**src/rtl/integrator_cell_if.sv**
```systemverilog
// Sample/enable bus between the integrator cell and its neighbours:
// the upstream side drives samples and controls, the downstream side receives the accumulator value.
interface integrator_cell_if #(
    parameter int MSB = 31
);
    logic signed [MSB:0] in_data;
    logic                in_data_en;
    logic signed [MSB:0] gain;
    logic                clear;
    logic                hold;
    logic signed [MSB:0] out_data;
    logic                out_data_en;
    logic                sat;

    modport master (
        output in_data, in_data_en, gain, clear, hold,
        input  out_data, out_data_en, sat
    );

    modport slave (
        input  in_data, in_data_en, gain, clear, hold,
        output out_data, out_data_en, sat
    );
endinterface

```
**src/rtl/integrator_cell.sv**
```systemverilog
// Saturating fixed-point integrator: acc += clip(floor(in_data * gain)),
// computed in two pipeline stages. Every overflow clips to full scale.
module integrator_cell #(
    parameter int MSB              = 31,
    parameter int NUM_BITS_DECIMAL = 8
) (
    input  logic              clk,
    input  logic              rst,
    integrator_cell_if.slave  bus
);
    localparam int W  = MSB + 1;
    localparam int PW = 2 * W;

    localparam logic signed [W-1:0] MAX_V = {1'b0, {MSB{1'b1}}};
    localparam logic signed [W-1:0] MIN_V = {1'b1, {MSB{1'b0}}};

    // Returns {clipped, value}; the value is in range when all bits above MSB match the sign.
    function automatic logic [W:0] sat_prod(input logic signed [PW-1:0] t);
        logic [W:0] r;
        if (&t[PW-1:MSB] || ~|t[PW-1:MSB]) r = {1'b0, t[MSB:0]};
        else if (t[PW-1])                  r = {1'b1, MIN_V};
        else                               r = {1'b1, MAX_V};
        return r;
    endfunction

    function automatic logic [W:0] sat_sum(input logic signed [W:0] s);
        logic [W:0] r;
        if (s[W] == s[W-1]) r = {1'b0, s[W-1:0]};
        else if (s[W])      r = {1'b1, MIN_V};
        else                r = {1'b1, MAX_V};
        return r;
    endfunction

    logic signed [PW-1:0] data_ext_p0, gain_ext_p0, prod_p0, shifted_p0;
    logic [W:0]           clip_p0;

    logic signed [W-1:0]  term_p1_q, term_p1_d;
    logic                 sat_p1_q,  sat_p1_d;
    logic                 vld_p1_q,  vld_p1_d;

    logic signed [W:0]    sum_p1;
    logic [W:0]           clip_p1;

    logic signed [W-1:0]  acc_q,      acc_d;
    logic signed [W-1:0]  out_data_q, out_data_d;
    logic                 out_en_q,   out_en_d;
    logic                 sat_q,      sat_d;

    // Stage 1: full-width product, floor shift, clip to data range
    always_comb begin
        data_ext_p0 = {{W{bus.in_data[MSB]}}, bus.in_data};
        gain_ext_p0 = {{W{bus.gain[MSB]}}, bus.gain};
        prod_p0     = data_ext_p0 * gain_ext_p0;
        shifted_p0  = prod_p0 >>> NUM_BITS_DECIMAL;
        clip_p0     = sat_prod(shifted_p0);

        vld_p1_d    = bus.in_data_en;
        term_p1_d   = term_p1_q;
        sat_p1_d    = sat_p1_q;
        if (bus.in_data_en) begin
            term_p1_d = clip_p0[W-1:0];
            sat_p1_d  = clip_p0[W];
        end
    end

    // Stage 2: accumulate with clear > hold priority
    always_comb begin
        sum_p1     = {acc_q[MSB], acc_q} + {term_p1_q[MSB], term_p1_q};
        clip_p1    = sat_sum(sum_p1);

        acc_d      = acc_q;
        out_data_d = out_data_q;
        out_en_d   = 1'b0;
        sat_d      = 1'b0;

        if (bus.clear) begin
            acc_d      = '0;
            out_data_d = '0;
            out_en_d   = vld_p1_q;
        end else if (vld_p1_q) begin
            out_en_d = 1'b1;
            if (bus.hold) begin
                out_data_d = acc_q;
                sat_d      = sat_p1_q;
            end else begin
                acc_d      = clip_p1[W-1:0];
                out_data_d = clip_p1[W-1:0];
                sat_d      = sat_p1_q | clip_p1[W];
            end
        end
    end

    always_ff @(posedge clk) begin
        if (rst) begin
            term_p1_q  <= '0;
            sat_p1_q   <= 1'b0;
            vld_p1_q   <= 1'b0;
            acc_q      <= '0;
            out_data_q <= '0;
            out_en_q   <= 1'b0;
            sat_q      <= 1'b0;
        end else begin
            term_p1_q  <= term_p1_d;
            sat_p1_q   <= sat_p1_d;
            vld_p1_q   <= vld_p1_d;
            acc_q      <= acc_d;
            out_data_q <= out_data_d;
            out_en_q   <= out_en_d;
            sat_q      <= sat_d;
        end
    end

    assign bus.out_data    = out_data_q;
    assign bus.out_data_en = out_en_q;
    assign bus.sat         = sat_q;
endmodule

```
**src/flat_wrapper.sv**
```systemverilog
// flat-port wrapper written by rule: the top's interface ports become plain ports
module integrator_cell_flat 
#(
    parameter int MSB              = 31,
    parameter int NUM_BITS_DECIMAL = 8
)
  (clk, rst, bus_in_data, bus_in_data_en, bus_gain, bus_clear, bus_hold, bus_out_data, bus_out_data_en, bus_sat);
  integrator_cell_if #(.MSB(MSB)) bus_i ();
  input  logic clk;
  input  logic rst;
  input wire logic [$bits(bus_i.in_data)-1:0] bus_in_data;
  input wire logic [$bits(bus_i.in_data_en)-1:0] bus_in_data_en;
  input wire logic [$bits(bus_i.gain)-1:0] bus_gain;
  input wire logic [$bits(bus_i.clear)-1:0] bus_clear;
  input wire logic [$bits(bus_i.hold)-1:0] bus_hold;
  output wire logic [$bits(bus_i.out_data)-1:0] bus_out_data;
  output wire logic [$bits(bus_i.out_data_en)-1:0] bus_out_data_en;
  output wire logic [$bits(bus_i.sat)-1:0] bus_sat;
  assign bus_i.in_data = bus_in_data;
  assign bus_i.in_data_en = bus_in_data_en;
  assign bus_i.gain = bus_gain;
  assign bus_i.clear = bus_clear;
  assign bus_i.hold = bus_hold;
  assign bus_out_data = bus_i.out_data;
  assign bus_out_data_en = bus_i.out_data_en;
  assign bus_sat = bus_i.sat;
  integrator_cell #(.MSB(MSB), .NUM_BITS_DECIMAL(NUM_BITS_DECIMAL)) u_core (.clk(clk), .rst(rst), .bus(bus_i));
endmodule
```
**config.mk**
```make
export PLATFORM = sky130hd
export DESIGN_NAME = integrator_cell_flat
export DESIGN_NICKNAME = d
export VERILOG_FILES = /design/src/rtl/integrator_cell_if.sv /design/src/rtl/integrator_cell.sv /design/src/flat_wrapper.sv
export SDC_FILE = /design/constraint.sdc
export NUM_CORES = 2
export LEC_CHECK = 0
export CORE_ASPECT_RATIO = 1.2
export CORE_MARGIN = 2
export CORE_UTILIZATION = 55
export CTS_CLUSTER_DIAMETER = 80
export DETAILED_ROUTE_END_ITERATION = 12
export GPL_TIMING_DRIVEN = 0
export PLACE_DENSITY = 0.72
export REMOVE_ABC_BUFFERS = 1
export SYNTH_ARGS = -nofsm -noshare
export SYNTH_HDL_FRONTEND = slang
export SYNTH_SLANG_ARGS = --single-unit
export TNS_END_PERCENT = 10
```
**constraint.sdc**
```tcl
create_clock -name clk -period 11.8 [get_ports clk]
set_input_delay 1.77 -clock clk [delete_from_list [all_inputs] [get_ports clk]]
set_output_delay 1.77 -clock clk [all_outputs]
set_load 0.005 [all_outputs]
```
==> impl_results.md <==
* Status: completed
* Share of flip-flops with an asynchronous set or reset at 0%
* Post-synth cell types at 89
* Via/cell ratio at 5.57
* Hold Buf Count CTS at 0
* Register area share after synthesis at 3.35%
* Worst setup SP type: input pin
* First-pass GRT wire length at 168000 um
* Initial Utilization at 55.3%
* Worst-skew pair later-pin latency at 0.34 ns
* R2r startpoint: u_core.acc_q[0]
* Clk root buf: clkbuf_16
* Gr usage total at 27.8%
* Num Clock Sinks at 68
* CTS Buf Count at 9
* Area Overhead vs Synth at 3.64%
* Number of synthesis warnings at 0
* Reg2reg end: u_core.acc_q[9]
* Final period util at 96.1%
* WP data required at 12.06 ns
* Synth top area cells: fa_1, inv_1, and2_1, ha_1, nand2_1
* Mapped cell area at 0.0406 mm2
* Yosys reg bits at 68
* Reg2Reg Depth at 19
* Worst setup path startpoint: bus_gain[15]
* Share of post-route cells with drive strength above 1 at 2.83%
* Final Hold Violating Endpoints at 0
* # rows at 109
* Core area at 0.0734 mm2
* Die width at 252 um
* CP Data Arrival Time at 11.60 ns
* DR WL/cell at 18.9 um
* Largest area contributor in the netlist: fa_1
* Cells after Synth at 4423
* RePlAce Congestion at 0.932
* Max-slew violations at 0
* Top-area cell type share of the netlist area at 53.4%
* # fillers at 6465
* Drt drc at 0
* CTS tree: yes
* First DRT Iteration DRCs at 1513
* CTS Buffer Depth at 2
* Detailed Routing Iterations Pass 1 at 5
* Max-Slew Margin vs Limit at 3.97%
* Worst-margin pin slew at 1.44 ns
* Initial antenna violation count at 0
* CP Capture Point: u_core.term_p1_q[23]
* Type of the most critical hold path: flop to flop
* Final setup vio count at 0
* Most frequent cells in the layout: fa_1, inv_1, nand2_1, and2_1, ha_1
* Number of global-route vias before repair at 32.7k
* DR vias at 29.3k
* Most common cell after layout, fill and taps aside: fa_1
* R2R Setup Slk at 5.51 ns
* Max Cap Viol at 0
* Final nets at 5669
* Top Ports at 103
* Min Clock Period, post-route at 11.34 ns
* Worst Skew at 0.00385 ns
* Max Freq at 88.2 MHz
* Antenna cells at 0
* RSZ-0062 raised after global routing: false
* Port Buf Inserts at 102
* Critical path class: input pin to flop
* Largest net degree at the start of global routing at 45
* Routed Antenna Nets at 0
* Hold Path Depth at 2
* Hpwl dp at 81800 um
* Post-synth EDFFs at 0
* Crit Path Max Fanout at 32
* Routed WL at 99300 um
* Die area at 0.0760 mm2
* Overflow after GRT at 0
* Clock-pin slew on the worst setup and hold paths at 0.06 ns
* Sum of negative setup slack at 0 ns
* Number of H-tree levels at 3
* Most common flop cell mapped by yosys: dfxtp_1
* Die Y-Extent at 302 um
* Post-Syn Area per Cell at 9.17 um2
* CP Capture Type: flop
## through the flow
| step | cells | utilization, % | area, um2 | setup slack [ns] | hold slack (ns) |
|---|---|---|---|---|---|
| 2_1_floorplan | 4186 | - | 39600 | 1.54 | 0.430 |
| 3_3_place_gp | 5231 | 57.0 | 41800 | -1.72 | 0.454 |
| 3_5_place_dp | 5233 | 56.9 | 41800 | -1.79 | 0.459 |
| 4_1_cts | 5250 | 57.4 | 42100 | 0.0916 | 0.467 |
| 5_1_grt | 5252 | 57.3 | 42100 | 0.0530 | 0.481 |
| 6_report | 5252 | 57.3 | 42100 | 0.461 | 0.463 |
## cells in the mapped netlist (6+ instances only)
cell type	instances
nand2b_1	19
a21oi_2	6
clkbuf_1	224
o21a_1	19
a21oi_1	115
a211oi_2	10
dfxtp_1	68
o31ai_1	6
o22ai_1	26
nor2b_1	12
a21o_1	37
a211oi_1	19
and2_1	514
ha_1	214
and4_1	6
and3_1	12
nor3_1	25
xor2_1	35
nor2_1	135
nand4_1	24
o21ai_1	13
o21bai_1	16
nand2_1	555
nand3_1	22
fa_1	1082
o21ai_0	74
a31oi_1	15
inv_1	956
xnor2_1	53
## registers in the layout, summed over array words and instances (netlist names)
register and flops:
u_core.acc_q 32, u_core.bus.out_data_en 1, u_core.bus.sat 1, u_core.sat_p1_q 1, u_core.term_p1_q 32, u_core.vld_p1_q 1
## cells by family (layout without fill, tap and decap cells)
kind of cell / Yosys count / count (layout) / share of synthesized area (%)
compound gates: 409 / 409 / 6.63
xor+xnor: 89 / 89 / 1.94
fa+ha+maj: 1296 / 1296 / 60.0
buf+inv: 1194 / 1080 / 11.2
flops: 68 / 68 / 3.35
mux: 5 / 5 / 0.123
simple gates: 1362 / 1362 / 16.8
## worst min-delay path by stage
stage	slack, ns	endpoint	from
after global routing	0.48	u_core.term_p1_q[28]	u_core.term_p1_q[28]
after floorplan	0.43	u_core.term_p1_q[21]	u_core.term_p1_q[21]
after CTS	0.47	u_core.term_p1_q[28]	u_core.term_p1_q[28]
final	0.46	u_core.term_p1_q[26]	u_core.term_p1_q[26]
after global placement	0.45	u_core.term_p1_q[28]	u_core.term_p1_q[28]
after detailed placement	0.46	u_core.term_p1_q[28]	u_core.term_p1_q[28]
## area by class of cell
type | count | area, um2 | share of cell area [%]
multi-input combinational | 3161 | 34700 | 82.5
inverter | 957 | 3600 | 8.55
sequential | 68 | 1360 | 3.24
tap | 943 | 1180 | 2.81
timing repair buffer | 106 | 895 | 2.13
clock buffer | 12 | 256 | 0.610
clock inverter | 4 | 47.5 | 0.113
timing repair inverter | 1 | 5.00 | 0.0119
## worst max-delay path: stages
cell and delay [ns]:
clkdlybuf4s50_1 1.14, and2_1 0.53, fa_1 0.50, fa_1 0.52, inv_1 0.05, fa_1 0.48
fa_1 0.53, inv_1 0.06, fa_1 0.56, fa_1 0.43, fa_1 0.56, inv_1 0.07
fa_1 0.50, inv_1 0.05, ha_1 0.35, nand2_1 0.19, nor2_1 0.07, a221o_1 0.36
or4_4 0.56, a31oi_1 0.36, o21bai_1 0.15, xnor2_2 0.21, or4b_4 0.50, nor4_4 0.42
a41o_1 0.27, nand2_2 0.17, o21ai_1 0.20
## metal layers
| layer | up-vias | share of wire, % | GRT usage [%] |
|---|---|---|---|
| met2 | 808 | 53 | 50.8 |
| met4 | 0 | 3.5 | 9.37 |
| li1 | 12860 | - | - |
| met3 | 250 | 4.5 | 2.62 |
| met5 | - | 0 | 0 |
| met1 | 15345 | 39 | 34.6 |
## timing repair
item                                    4_1_cts  5_1_grt
endpoints found under the setup margin       32       32
pin swaps                                     0        1
gates cloned                                  1        0
setup buffers                                 0        1
resized for setup                            30       15
Power is left out: the tool's default activity adds up to more than one toggle a clock period on the data nets, which glitch-free logic cannot reach.
